File: src/rtl/ifetch_pfq_pkg.sv
// Shared constants and helpers for the ifetch_pfq prefetch fetch stage.
// Holds the default widths and reset PC used across the fetch slice.
package ifetch_pfq_pkg;

  localparam int unsigned NOOBS_ADDR_W   = 12;
  localparam int unsigned NOOBS_INST_W   = 8;
  localparam logic [31:0] NOOBS_RESET_PC = 32'h0000_0000;

  // Stale responses can pile up across back-to-back redirects, so this is wider than the queue.
  localparam int unsigned DROP_W = 16;

  function automatic logic [15:0] sat_inc16(input logic [15:0] v);
    return (v == 16'hFFFF) ? v : v + 16'd1;
  endfunction

endpackage

File: src/rtl/ifetch_pfq_if.sv
// Fetch-stage bundle: control inputs, instruction-memory req/gnt/rvalid and the decode handshake.
// master = fetch unit, slave = its surroundings (ctrl, imem, decode).
interface ifetch_pfq_if
  import ifetch_pfq_pkg::*;
#(
  parameter int unsigned ADDR_W = NOOBS_ADDR_W,
  parameter int unsigned INST_W = NOOBS_INST_W
);
  logic              ifetch_en;
  logic              branch;
  logic [ADDR_W-1:0] tgt_addr;
  logic              imem_req;
  logic [ADDR_W-1:0] imem_addr;
  logic              imem_gnt;
  logic              imem_rvalid;
  logic [INST_W-1:0] imem_rdata;
  logic              inst_valid;
  logic              inst_ready;
  logic [INST_W-1:0] inst_o;
  logic [ADDR_W-1:0] inst_pc;
  logic [ADDR_W-1:0] next_addr;

  modport master (
    input  ifetch_en, branch, tgt_addr, imem_gnt, imem_rvalid, imem_rdata, inst_ready,
    output imem_req, imem_addr, inst_valid, inst_o, inst_pc, next_addr
  );

  modport slave (
    output ifetch_en, branch, tgt_addr, imem_gnt, imem_rvalid, imem_rdata, inst_ready,
    input  imem_req, imem_addr, inst_valid, inst_o, inst_pc, next_addr
  );
endinterface

File: src/rtl/ifetch_pfq_fifo.sv
// Synchronous prefetch FIFO holding {inst, pc} entries, with flush.
// Head data reads as zero while empty so decode never sees stale storage.
module ifetch_pfq_fifo #(
  parameter int unsigned WIDTH = 20,
  parameter int unsigned DEPTH = 4
) (
  input  logic                   clk,
  input  logic                   reset,
  input  logic                   i_push,
  input  logic                   i_pop,
  input  logic                   i_flush,
  input  logic [WIDTH-1:0]       i_data,
  output logic [WIDTH-1:0]       o_data,
  output logic [$clog2(DEPTH):0] o_count,
  output logic                   o_full,
  output logic                   o_empty
);
  localparam int unsigned PtrW = $clog2(DEPTH);
  localparam int unsigned CntW = PtrW + 1;

  logic [WIDTH-1:0] r_mem [DEPTH];
  logic [PtrW-1:0]  r_wr_ptr;
  logic [PtrW-1:0]  r_rd_ptr;
  logic [CntW-1:0]  r_count;
  logic             w_do_pop;

  assign o_empty  = (r_count == '0);
  assign o_full   = (r_count == CntW'(DEPTH));
  assign o_count  = r_count;
  assign w_do_pop = i_pop & ~o_empty;
  assign o_data   = o_empty ? '0 : r_mem[r_rd_ptr];

  always_ff @(posedge clk) begin
    if (reset || i_flush) begin
      r_wr_ptr <= '0;
      r_rd_ptr <= '0;
      r_count  <= '0;
    end else begin
      if (i_push) r_wr_ptr <= r_wr_ptr + PtrW'(1);
      if (w_do_pop) r_rd_ptr <= r_rd_ptr + PtrW'(1);
      r_count <= r_count + CntW'(i_push) - CntW'(w_do_pop);
    end
  end

  always_ff @(posedge clk) begin
    if (!reset && !i_flush && i_push) r_mem[r_wr_ptr] <= i_data;
  end

endmodule

File: src/rtl/ifetch_pfq.sv
// PC generator with credit-limited pipelined imem reads feeding a DEPTH-entry prefetch queue.
// Optional IFETCH_PERF_CNT_EN adds saturating flush / empty-cycle performance counters.
module ifetch_pfq
  import ifetch_pfq_pkg::*;
#(
  parameter int unsigned       ADDR_W   = NOOBS_ADDR_W,
  parameter int unsigned       INST_W   = NOOBS_INST_W,
  parameter int unsigned       DEPTH    = 4,
  parameter logic [ADDR_W-1:0] RESET_PC = ADDR_W'(NOOBS_RESET_PC)
) (
  input  logic         clk,
  input  logic         reset,
  ifetch_pfq_if.master bus
`ifdef IFETCH_PERF_CNT_EN
  ,
  output logic [15:0]  perf_flush_cnt,
  output logic [15:0]  perf_empty_cnt
`endif
);
  localparam int unsigned CntW  = $clog2(DEPTH) + 1;
  localparam int unsigned EntW  = INST_W + ADDR_W;

  logic [ADDR_W-1:0] r_pc;
  logic [ADDR_W-1:0] r_rsp_pc;
  logic [CntW-1:0]   r_outstanding;
  logic [DROP_W-1:0] r_drop;

  logic [CntW-1:0]   w_count;
  logic [CntW:0]     w_inflight;
  logic              w_credit_ok;
  logic              w_req;
  logic              w_accept;
  logic              w_rsp;
  logic              w_drop_now;
  logic              w_push;
  logic              w_pop;
  logic              w_full;
  logic              w_empty;
  logic              w_valid;
  logic [EntW-1:0]   w_head;
  logic [ADDR_W-1:0] w_inst_pc;

  assign w_inflight  = {1'b0, w_count} + {1'b0, r_outstanding};
  assign w_credit_ok = w_inflight < (CntW + 1)'(DEPTH);
  assign w_req       = bus.ifetch_en & ~bus.branch & ~reset & w_credit_ok;
  assign w_accept    = w_req & bus.imem_gnt;

  // Responses in a branch cycle are folded into the drop count, never pushed.
  assign w_rsp      = bus.imem_rvalid & ~bus.branch & ~reset;
  assign w_drop_now = w_rsp & (r_drop != '0);
  assign w_push     = w_rsp & (r_drop == '0);
  assign w_valid    = ~w_empty;
  assign w_pop      = w_valid & bus.inst_ready;

  always_ff @(posedge clk) begin
    if (reset) begin
      r_pc          <= RESET_PC;
      r_rsp_pc      <= RESET_PC;
      r_outstanding <= '0;
      r_drop        <= '0;
    end else if (bus.branch) begin
      r_pc          <= bus.tgt_addr;
      r_rsp_pc      <= bus.tgt_addr;
      r_outstanding <= '0;
      r_drop        <= r_drop + DROP_W'(r_outstanding) - DROP_W'(bus.imem_rvalid);
    end else begin
      if (w_accept) r_pc <= r_pc + ADDR_W'(1);
      if (w_push) r_rsp_pc <= r_rsp_pc + ADDR_W'(1);
      if (w_drop_now) r_drop <= r_drop - DROP_W'(1);
      r_outstanding <= r_outstanding + CntW'(w_accept) - CntW'(w_push);
    end
  end

  ifetch_pfq_fifo #(
    .WIDTH (EntW),
    .DEPTH (DEPTH)
  ) u_fifo (
    .clk     (clk),
    .reset   (reset),
    .i_push  (w_push),
    .i_pop   (w_pop),
    .i_flush (bus.branch),
    .i_data  ({bus.imem_rdata, r_rsp_pc}),
    .o_data  (w_head),
    .o_count (w_count),
    .o_full  (w_full),
    .o_empty (w_empty)
  );

  assign w_inst_pc      = w_head[ADDR_W-1:0];
  assign bus.imem_req   = w_req;
  assign bus.imem_addr  = r_pc;
  assign bus.inst_valid = w_valid;
  assign bus.inst_o     = w_head[ADDR_W +: INST_W];
  assign bus.inst_pc    = w_inst_pc;
  assign bus.next_addr  = w_inst_pc + ADDR_W'(1);

  // Credit accounting keeps count + outstanding <= DEPTH, so a push can never hit a full queue.
  a_no_overflow: assert property (@(posedge clk) disable iff (reset) w_push |-> (!w_full || w_pop));

`ifdef IFETCH_PERF_CNT_EN
  logic [15:0] r_flush_cnt;
  logic [15:0] r_empty_cnt;

  always_ff @(posedge clk) begin
    if (reset) begin
      r_flush_cnt <= '0;
      r_empty_cnt <= '0;
    end else begin
      if (bus.branch) r_flush_cnt <= sat_inc16(r_flush_cnt);
      if (!w_valid) r_empty_cnt <= sat_inc16(r_empty_cnt);
    end
  end

  assign perf_flush_cnt = r_flush_cnt;
  assign perf_empty_cnt = r_empty_cnt;
`endif

endmodule
File: src/flat_wrapper.sv
// flat-port wrapper written by rule: the top's interface ports become plain ports
module ifetch_pfq_flat import ifetch_pfq_pkg::*;
#(
  parameter int unsigned       ADDR_W   = NOOBS_ADDR_W,
  parameter int unsigned       INST_W   = NOOBS_INST_W,
  parameter int unsigned       DEPTH    = 4,
  parameter logic [ADDR_W-1:0] RESET_PC = ADDR_W'(NOOBS_RESET_PC)
)
  (clk, reset, bus_ifetch_en, bus_branch, bus_tgt_addr, bus_imem_gnt, bus_imem_rvalid, bus_imem_rdata, bus_inst_ready, bus_imem_req, bus_imem_addr, bus_inst_valid, bus_inst_o, bus_inst_pc, bus_next_addr);
  ifetch_pfq_if #(.ADDR_W(ADDR_W), .INST_W(INST_W)) bus_i ();
  input  logic clk;
  input  logic reset;
  input wire logic [$bits(bus_i.ifetch_en)-1:0] bus_ifetch_en;
  input wire logic [$bits(bus_i.branch)-1:0] bus_branch;
  input wire logic [$bits(bus_i.tgt_addr)-1:0] bus_tgt_addr;
  input wire logic [$bits(bus_i.imem_gnt)-1:0] bus_imem_gnt;
  input wire logic [$bits(bus_i.imem_rvalid)-1:0] bus_imem_rvalid;
  input wire logic [$bits(bus_i.imem_rdata)-1:0] bus_imem_rdata;
  input wire logic [$bits(bus_i.inst_ready)-1:0] bus_inst_ready;
  output wire logic [$bits(bus_i.imem_req)-1:0] bus_imem_req;
  output wire logic [$bits(bus_i.imem_addr)-1:0] bus_imem_addr;
  output wire logic [$bits(bus_i.inst_valid)-1:0] bus_inst_valid;
  output wire logic [$bits(bus_i.inst_o)-1:0] bus_inst_o;
  output wire logic [$bits(bus_i.inst_pc)-1:0] bus_inst_pc;
  output wire logic [$bits(bus_i.next_addr)-1:0] bus_next_addr;
  assign bus_i.ifetch_en = bus_ifetch_en;
  assign bus_i.branch = bus_branch;
  assign bus_i.tgt_addr = bus_tgt_addr;
  assign bus_i.imem_gnt = bus_imem_gnt;
  assign bus_i.imem_rvalid = bus_imem_rvalid;
  assign bus_i.imem_rdata = bus_imem_rdata;
  assign bus_i.inst_ready = bus_inst_ready;
  assign bus_imem_req = bus_i.imem_req;
  assign bus_imem_addr = bus_i.imem_addr;
  assign bus_inst_valid = bus_i.inst_valid;
  assign bus_inst_o = bus_i.inst_o;
  assign bus_inst_pc = bus_i.inst_pc;
  assign bus_next_addr = bus_i.next_addr;
  ifetch_pfq #(.ADDR_W(ADDR_W), .INST_W(INST_W), .DEPTH(DEPTH), .RESET_PC(RESET_PC)) u_core (.clk(clk), .reset(reset), .bus(bus_i));
endmodule
File: config.mk
export PLATFORM = sky130hd
export DESIGN_NAME = ifetch_pfq_flat
export DESIGN_NICKNAME = d
export VERILOG_FILES = /design/src/rtl/ifetch_pfq_pkg.sv /design/src/rtl/ifetch_pfq_if.sv /design/src/rtl/ifetch_pfq_fifo.sv /design/src/rtl/ifetch_pfq.sv /design/src/flat_wrapper.sv
export SDC_FILE = /design/constraint.sdc
export NUM_CORES = 1
export LEC_CHECK = 0
export ABC_AREA = 1
export CAP_MARGIN = 20
export CORE_MARGIN = 3
export CORE_UTILIZATION = 43
export CTS_BUF_LIST = sky130_fd_sc_hd__clkbuf_2 sky130_fd_sc_hd__clkbuf_4 sky130_fd_sc_hd__clkbuf_8
export CTS_CLUSTER_SIZE = 16
export DETAILED_ROUTE_END_ITERATION = 7
export PLACE_DENSITY = 0.6
export SLEW_MARGIN = 25
export SYNTH_ARGS = -nofsm -noshare
export SYNTH_HDL_FRONTEND = slang
export SYNTH_SLANG_ARGS = --single-unit
File: constraint.sdc
create_clock -name clk -period 3.2 [get_ports clk]
set_clock_uncertainty 0.2 [all_clocks]
set_input_delay 0.48 -clock clk [delete_from_list [all_inputs] [get_ports clk]]
set_output_delay 0.48 -clock clk [all_outputs]
set_load 0.05 [all_outputs]
==> flow_metrics.tcl, run 1 <==
set metrics [dict create \
    start_kind "register" \
    synth.area.top_cells "edfxtp_1 (30%), dfxtp_1 (13%), nand2_1 (9.6%)" \
    ys_seq_area_share_pct 43.4 \
    hold_viol 0 \
    pwr_density_cell_nw_per_um2 465 \
    fin_ws_ns 0.184 \
    post_drt_wl_per_cell_microns 14.8 \
    ctsHoldBuffers 0 \
    postLayoutCellArea_sq_um 9590 \
    cts_buffers 17 \
    clock_sinks 132 \
    synthXorXnorAreaFrac_pct 3.52 \
    die_x_microns 142 \
    fin_crit_ns 3.02 \
    p_leak_nw 4.20 \
    vias 6457 \
    slew_violations 0 \
    start_util_pct 44.0 \
    grt_overflow 0 \
    synth_cells 971 \
    antenna_found_initial 0 \
    placed_area_sq_um 9060 \
    synth_mux_area_share_pct 0 \
    grt_max_degree 35 \
    numPortBuffers 72 \
    routed_wl_mm 19.3 \
    grt_pass1_wl_mm 31.2 \
    clkTransAtPathRegs_ns 0.08 \
    grt_use_total_pct 19.7 \
    cp-endpoint "bus_next_addr[6]" \
    dp_hpwl_mm 14.4 \
    synthAdderAreaFrac_pct 8.81 \
    clock_path_buffers 2 \
    cts-root-buf "clkbuf_8" \
    tightest_slew_ns 0.802 \
    drv_cap 0 \
    drtPass1Iterations 5 \
    synth_top_family_by_area "simple AND/OR/NAND/NOR gates" \
    synth_compound_area_share_pct 10.7 \
    synth_flop_cell "edfxtp_1" \
    syn-cell-area_sq_um 7930 \
    place_ws_ns 0.0238 \
    cp.required_ns 2.52 \
    whs_ns 0.285 \
    detail_route.vias_per_cell 4.95 \
    cts_tree "done" \
    avgSynthCellArea_sq_um 8.16 \
    async_flop_share_pct 0 \
    fp.dieH_microns 142 \
    rsz0062_at_grt "no" \
    ant_nets 0 \
    htree_levels 4 \
    setup-violations-final 0 \
    synth_cell_types 46 \
    first_iter_violations 290 \
    syn2layout_area_growth_pct 21.0 \
    status "complete, no violations" \
    grt_pass1_vias 6294 \
    drive_gt1_share_pct 14.9 \
    place_congestion 0.914 \
    synth_edf_count 80 \
    slew_headroom_pct 46.5 \
    ff2ff_path_depth 13 \
    ys_warn_count 0 \
    reg2reg_from "u_core.r_drop[10]" \
    hp-class "reg -> reg" \
    crit_path_max_fanout 6 \
    row_count 49 \
    post-synth-top-count-cell "nand2_1" \
    rr_endpoint "u_core.r_outstanding[2]" \
    core_sq_um 18000 \
    drcViolationCount 0 \
    setup.worst_path.class "reg -> out" \
    ys_seq_elements 132 \
    clk_latency_ns 0.44 \
    fmax_ghz 0.332 \
    ir_drop_mv 0.248 \
    reg2reg_slack_ns 0.31 \
    synth-simple-area-share_pct 24.9 \
    antenna_cells 0 \
    critPathArrivalTime_ns 2.34 \
    die_area_sq_um 20100 \
    yosysTopAreaCellShare_pct 30.3 \
    synth_top_cells_by_count "nand2_1 (202), inv_1 (126), nor2_1 (105), edfxtp_1 (80)" \
    finalPower_mw 4.46 \
    syn-num-nets 1052 \
    io_pins 73 \
    critPathCaptureType "primary output" \
    synth_top_area_cell "edfxtp_1" \
    finalNetCount 1143 \
    layout_worst_path_cycle_share_pct 94.2 \
]
==> flip-flops by register name, summed over array words and instances, names as in the netlist, named ones only <==
name / flops
u_core.bus.imem_addr: 12
u_core.r_drop: 16
u_core.r_outstanding: 3
u_core.r_rsp_pc: 12
u_core.u_fifo.o_count: 3
u_core.u_fifo.r_mem: 80
u_core.u_fifo.r_rd_ptr: 2
u_core.u_fifo.r_wr_ptr: 2
==> worst min-delay path by stage <==
stage | startpoint | endpoint | slack, ns | depth (start not counted)
finish | u_core.u_fifo.r_rd_ptr[1] | register | 0.29 | 2
global route | u_core.u_fifo.r_rd_ptr[0] | register | 0.32 | 1
CTS | u_core.u_fifo.r_rd_ptr[1] | register | 0.28 | 2
detailed placement | u_core.u_fifo.r_rd_ptr[0] | register | 0.27 | 1
global placement | u_core.u_fifo.r_rd_ptr[0] | u_core.u_fifo.r_rd_ptr[0] | 0.26 | 1
floorplan | u_core.u_fifo.r_rd_ptr[1] | register | 0.24 | 2
==> critical path, stage by stage, from the launching register on <==
cell and delay (ns):
dfxtp_4 0.37, clkbuf_4 0.18, inv_6 0.08, o21ai_1 0.08, nand2_2 0.10, nand2_2 0.10
clkinvlp_4 0.11, ha_4 0.17, nand3_4 0.10, nor2_4 0.18, buf_6 0.13, xor2_4 0.16
buf_12 0.15
==> final cells by class <==
cell class	instances	area [sq um]
clock inverter	15	188
sequential	132	3450
clock buffer	17	234
timing repair buffer	97	1030
multi-input combinational	676	3870
fill	1702	8440
inverter	138	529
tap	229	287
==> cells in the final DEF, fill, tap and decap left out, drive strengths merged, types with 6 or more instances in the layout <==
master	n
buf	57
ha	51
xor2	27
a21oi	70
o21ai	68
edfxtp	80
nand4	11
nor2	116
clkdlybuf4s50	39
nor3	9
inv	144
dfxtp	52
nand3	74
clkbuf	18
clkinv	6
nand2	218
==> kinds of logic (layout without fill, tap and decap cells) <==
logic type	after synthesis	count (layout)
compound gates	156	156
xor+xnor	31	31
fa+ha+maj	54	54
buf+inv	163	267
flops	132	132
simple gates	435	435
==> timing repair <==
action,CTS,global route
gates resized for setup,2,16
buffers inserted,0,4
endpoints found under the setup margin,6,6
endpoints found under the hold margin,0,0
pin swaps,0,3
==> metrics by stage <==
stage                     TNS (ns)  util (%)  instances
final                            0      53.2       1304
after floorplan            -0.0579         -        971
after detailed placement         0      50.3       1268
after global routing             0      53.2       1304
after global placement           0      50.3       1268
after CTS                        0      52.6       1300
==> power breakdown <==
group | total, mW | switching [mW] | internal [mW]
clock | 1.46 | 0.732 | 0.732
combinational | 1.09 | 0.699 | 0.389
sequential | 1.90 | 0.0579 | 1.85
==> routing by layer <==
layer  up-vias  share of wire, %  GRT usage [%]
met4         0               2.9           7.98
met2       128                52           36.1
met5         -                 0              0
met1      2950                42           22.6
li1       3351                 -              -
met3        28               3.8           3.40
No activity file was read; power rests on OpenSTA's default activity.
==> inputs of run 2 (changes only) <==
Settings changed: GPL_TIMING_DRIVEN from default to 0.
==> flow_metrics.tcl, run 2 (synthesis results as in run 1) <==
set metrics [dict create \
    post_drt_wl_per_cell_microns 15.1 \
    start_util_pct 44.0 \
    place_congestion 0.890 \
    finalNetCount 1142 \
    cts_buffers 17 \
    postLayoutCellArea_sq_um 9380 \
    grt_pass1_wl_mm 32.1 \
    core_sq_um 18000 \
    p_leak_nw 4.11 \
    clock_sinks 132 \
    placed_area_sq_um 8980 \
    grt_overflow 0 \
    met1Wirelength_mm 8.34 \
    routed_wl_mm 19.7 \
    layout_worst_path_cycle_share_pct 95.6 \
    ctsHoldBuffers 0 \
    highest_layer "met4" \
    htree_levels 4 \
    slew_violations 0 \
    reg2reg_from "u_core.u_fifo.o_count[1]" \
    ff2ff_path_depth 12 \
    wl_met3_microns 638 \
    largest_register "u_core.u_fifo.r_mem" \
    fin_util_pct 52.0 \
    hold_end "u_core.bus.imem_addr[0]" \
    place_ws_ns -0.221 \
    drcViolationCount 0 \
    min_path_cells 2 \
    die_x_microns 142 \
    syn2layout_area_growth_pct 18.3 \
    largest_reg_flops 80 \
    status "complete, no violations" \
    fmax_ghz 0.327 \
    critPathCaptureType "primary output" \
    pwr_density_cell_nw_per_um2 466 \
    grt_pass1_vias 6438 \
    critPathArrivalTime_ns 2.38 \
    routed-wl-met2_mm 10.1 \
    rr_endpoint "u_core.u_fifo.o_count[2]" \
    drv_cap 0 \
    io_pins 73 \
    multi_input_area_sq_um 3890 \
    top_regs "u_core.u_fifo.r_mem (80), u_core.r_drop (16)" \
    antenna_cells 0 \
    crit_path_max_fanout 10 \
    drive_gt1_share_pct 11.7 \
    first_iter_violations 402 \
    detail_route.vias_per_cell 5.01 \
    vias 6526 \
    fin_crit_ns 3.06 \
    cts_tree "done" \
    row_count 49 \
    fin_ws_ns 0.140 \
    rsz0062_at_grt "no" \
    layout_common_cells "nand2_1 (201), inv_1 (125), nor2_1 (100)" \
    die_area_sq_um 20100 \
    cts-root-buf "clkbuf_8" \
    grt_use_total_pct 20.3 \
    setup.worst_path.class "reg -> out" \
    reg2reg_slack_ns 0.25 \
    min_from "reset" \
    setup_tns_ns 0 \
    regArea_sq_um 3450 \
    antenna_found_initial 0 \
    dp_hpwl_mm 14.9 \
    clk_latency_ns 0.45 \
    drtPass1Iterations 5 \
    fp.dieH_microns 142 \
    ant_nets 0 \
    hp-class "in -> reg" \
    cp.required_ns 2.52 \
    grt_max_degree 21 \
    slew_headroom_pct 52.3 \
    final.fill_count 1775 \
    clock_path_buffers 2 \
    setup-violations-final 0 \
    hold_viol 0 \
    clkTransAtPathRegs_ns 0.07 \
    numPortBuffers 70 \
    start_kind "register" \
    ir_drop_mv 0.267 \
    layout_commonest_cell "nand2_1" \
    tightest_slew_ns 0.714 \
]
-- run 2: worst max path at each step --
stage / endpoint / slack (ns) / cells past startpoint
after floorplan: bus_next_addr[8] / -0.06 / 9
after global placement: u_core.u_fifo.r_mem[1][2] / -0.52 / 6
after detailed placement: bus_next_addr[8] / -0.22 / 10
after CTS: bus_next_addr[8] / 0.01 / 12
after global routing: bus_next_addr[8] / 0.007 / 13
final: bus_next_addr[8] / 0.14 / 12
-- run 2: cell type report --
type | count | share of cell area, %
repair buffers | 71 | 7.16
well taps | 229 | 3.06
clock inverters | 15 | 1.64
multi-input cells | 676 | 41.5
plain buffers | 25 | 1.81
clock buffers | 17 | 2.49
inverters | 138 | 5.62
flip-flops and latches | 132 | 36.8
-- run 2: report_power, final --
part	internal (mW)	total [mW]	switching (mW)
registers	1.85	1.90	0.0574
clock network	0.695	1.38	0.683
logic	0.383	1.09	0.707
-- run 2: timing repair --
item,4_1_cts,5_1_grt
setup endpoints to repair,21,18
resized for setup,44,20
pin swaps,1,1
setup buffers,1,0
-- run 2: routing by layer --
layer | global-route usage (%) | vias up
met1 | 23.6 | 2995
met4 | 8.54 | 0
met3 | 3.24 | 36
met2 | 36.9 | 144
met5 | 0 | -
li1 | - | 3351
-- run 2: through the flow --
stage,hold WS [ns],power [mW],instances
after detailed placement,0.271,3.02,1270
after global routing,0.195,4.64,1303
after global placement,0.253,3.00,1270
after floorplan,0.236,2.72,971
after CTS,0.167,4.39,1303
final,0.197,4.37,1303
-- run 2: worst max-delay path: stages (launching register included) --
cell and delay, ns:
dfxtp_4 0.36, inv_4 0.10, buf_6 0.16, nor2_2 0.04, o21ai_2 0.19, nand2_1 0.07, inv_1 0.11, ha_4 0.18
nand3_4 0.10, nor2_4 0.18, nand2_1 0.12, xor2_2 0.15, buf_6 0.17
==> inputs of run 3 (changes only) <==
Settings changed: CAP_MARGIN 20 to default.
==> results of run 3 <==
No change in the layout: final DEF, timing and power equal those of run 2.
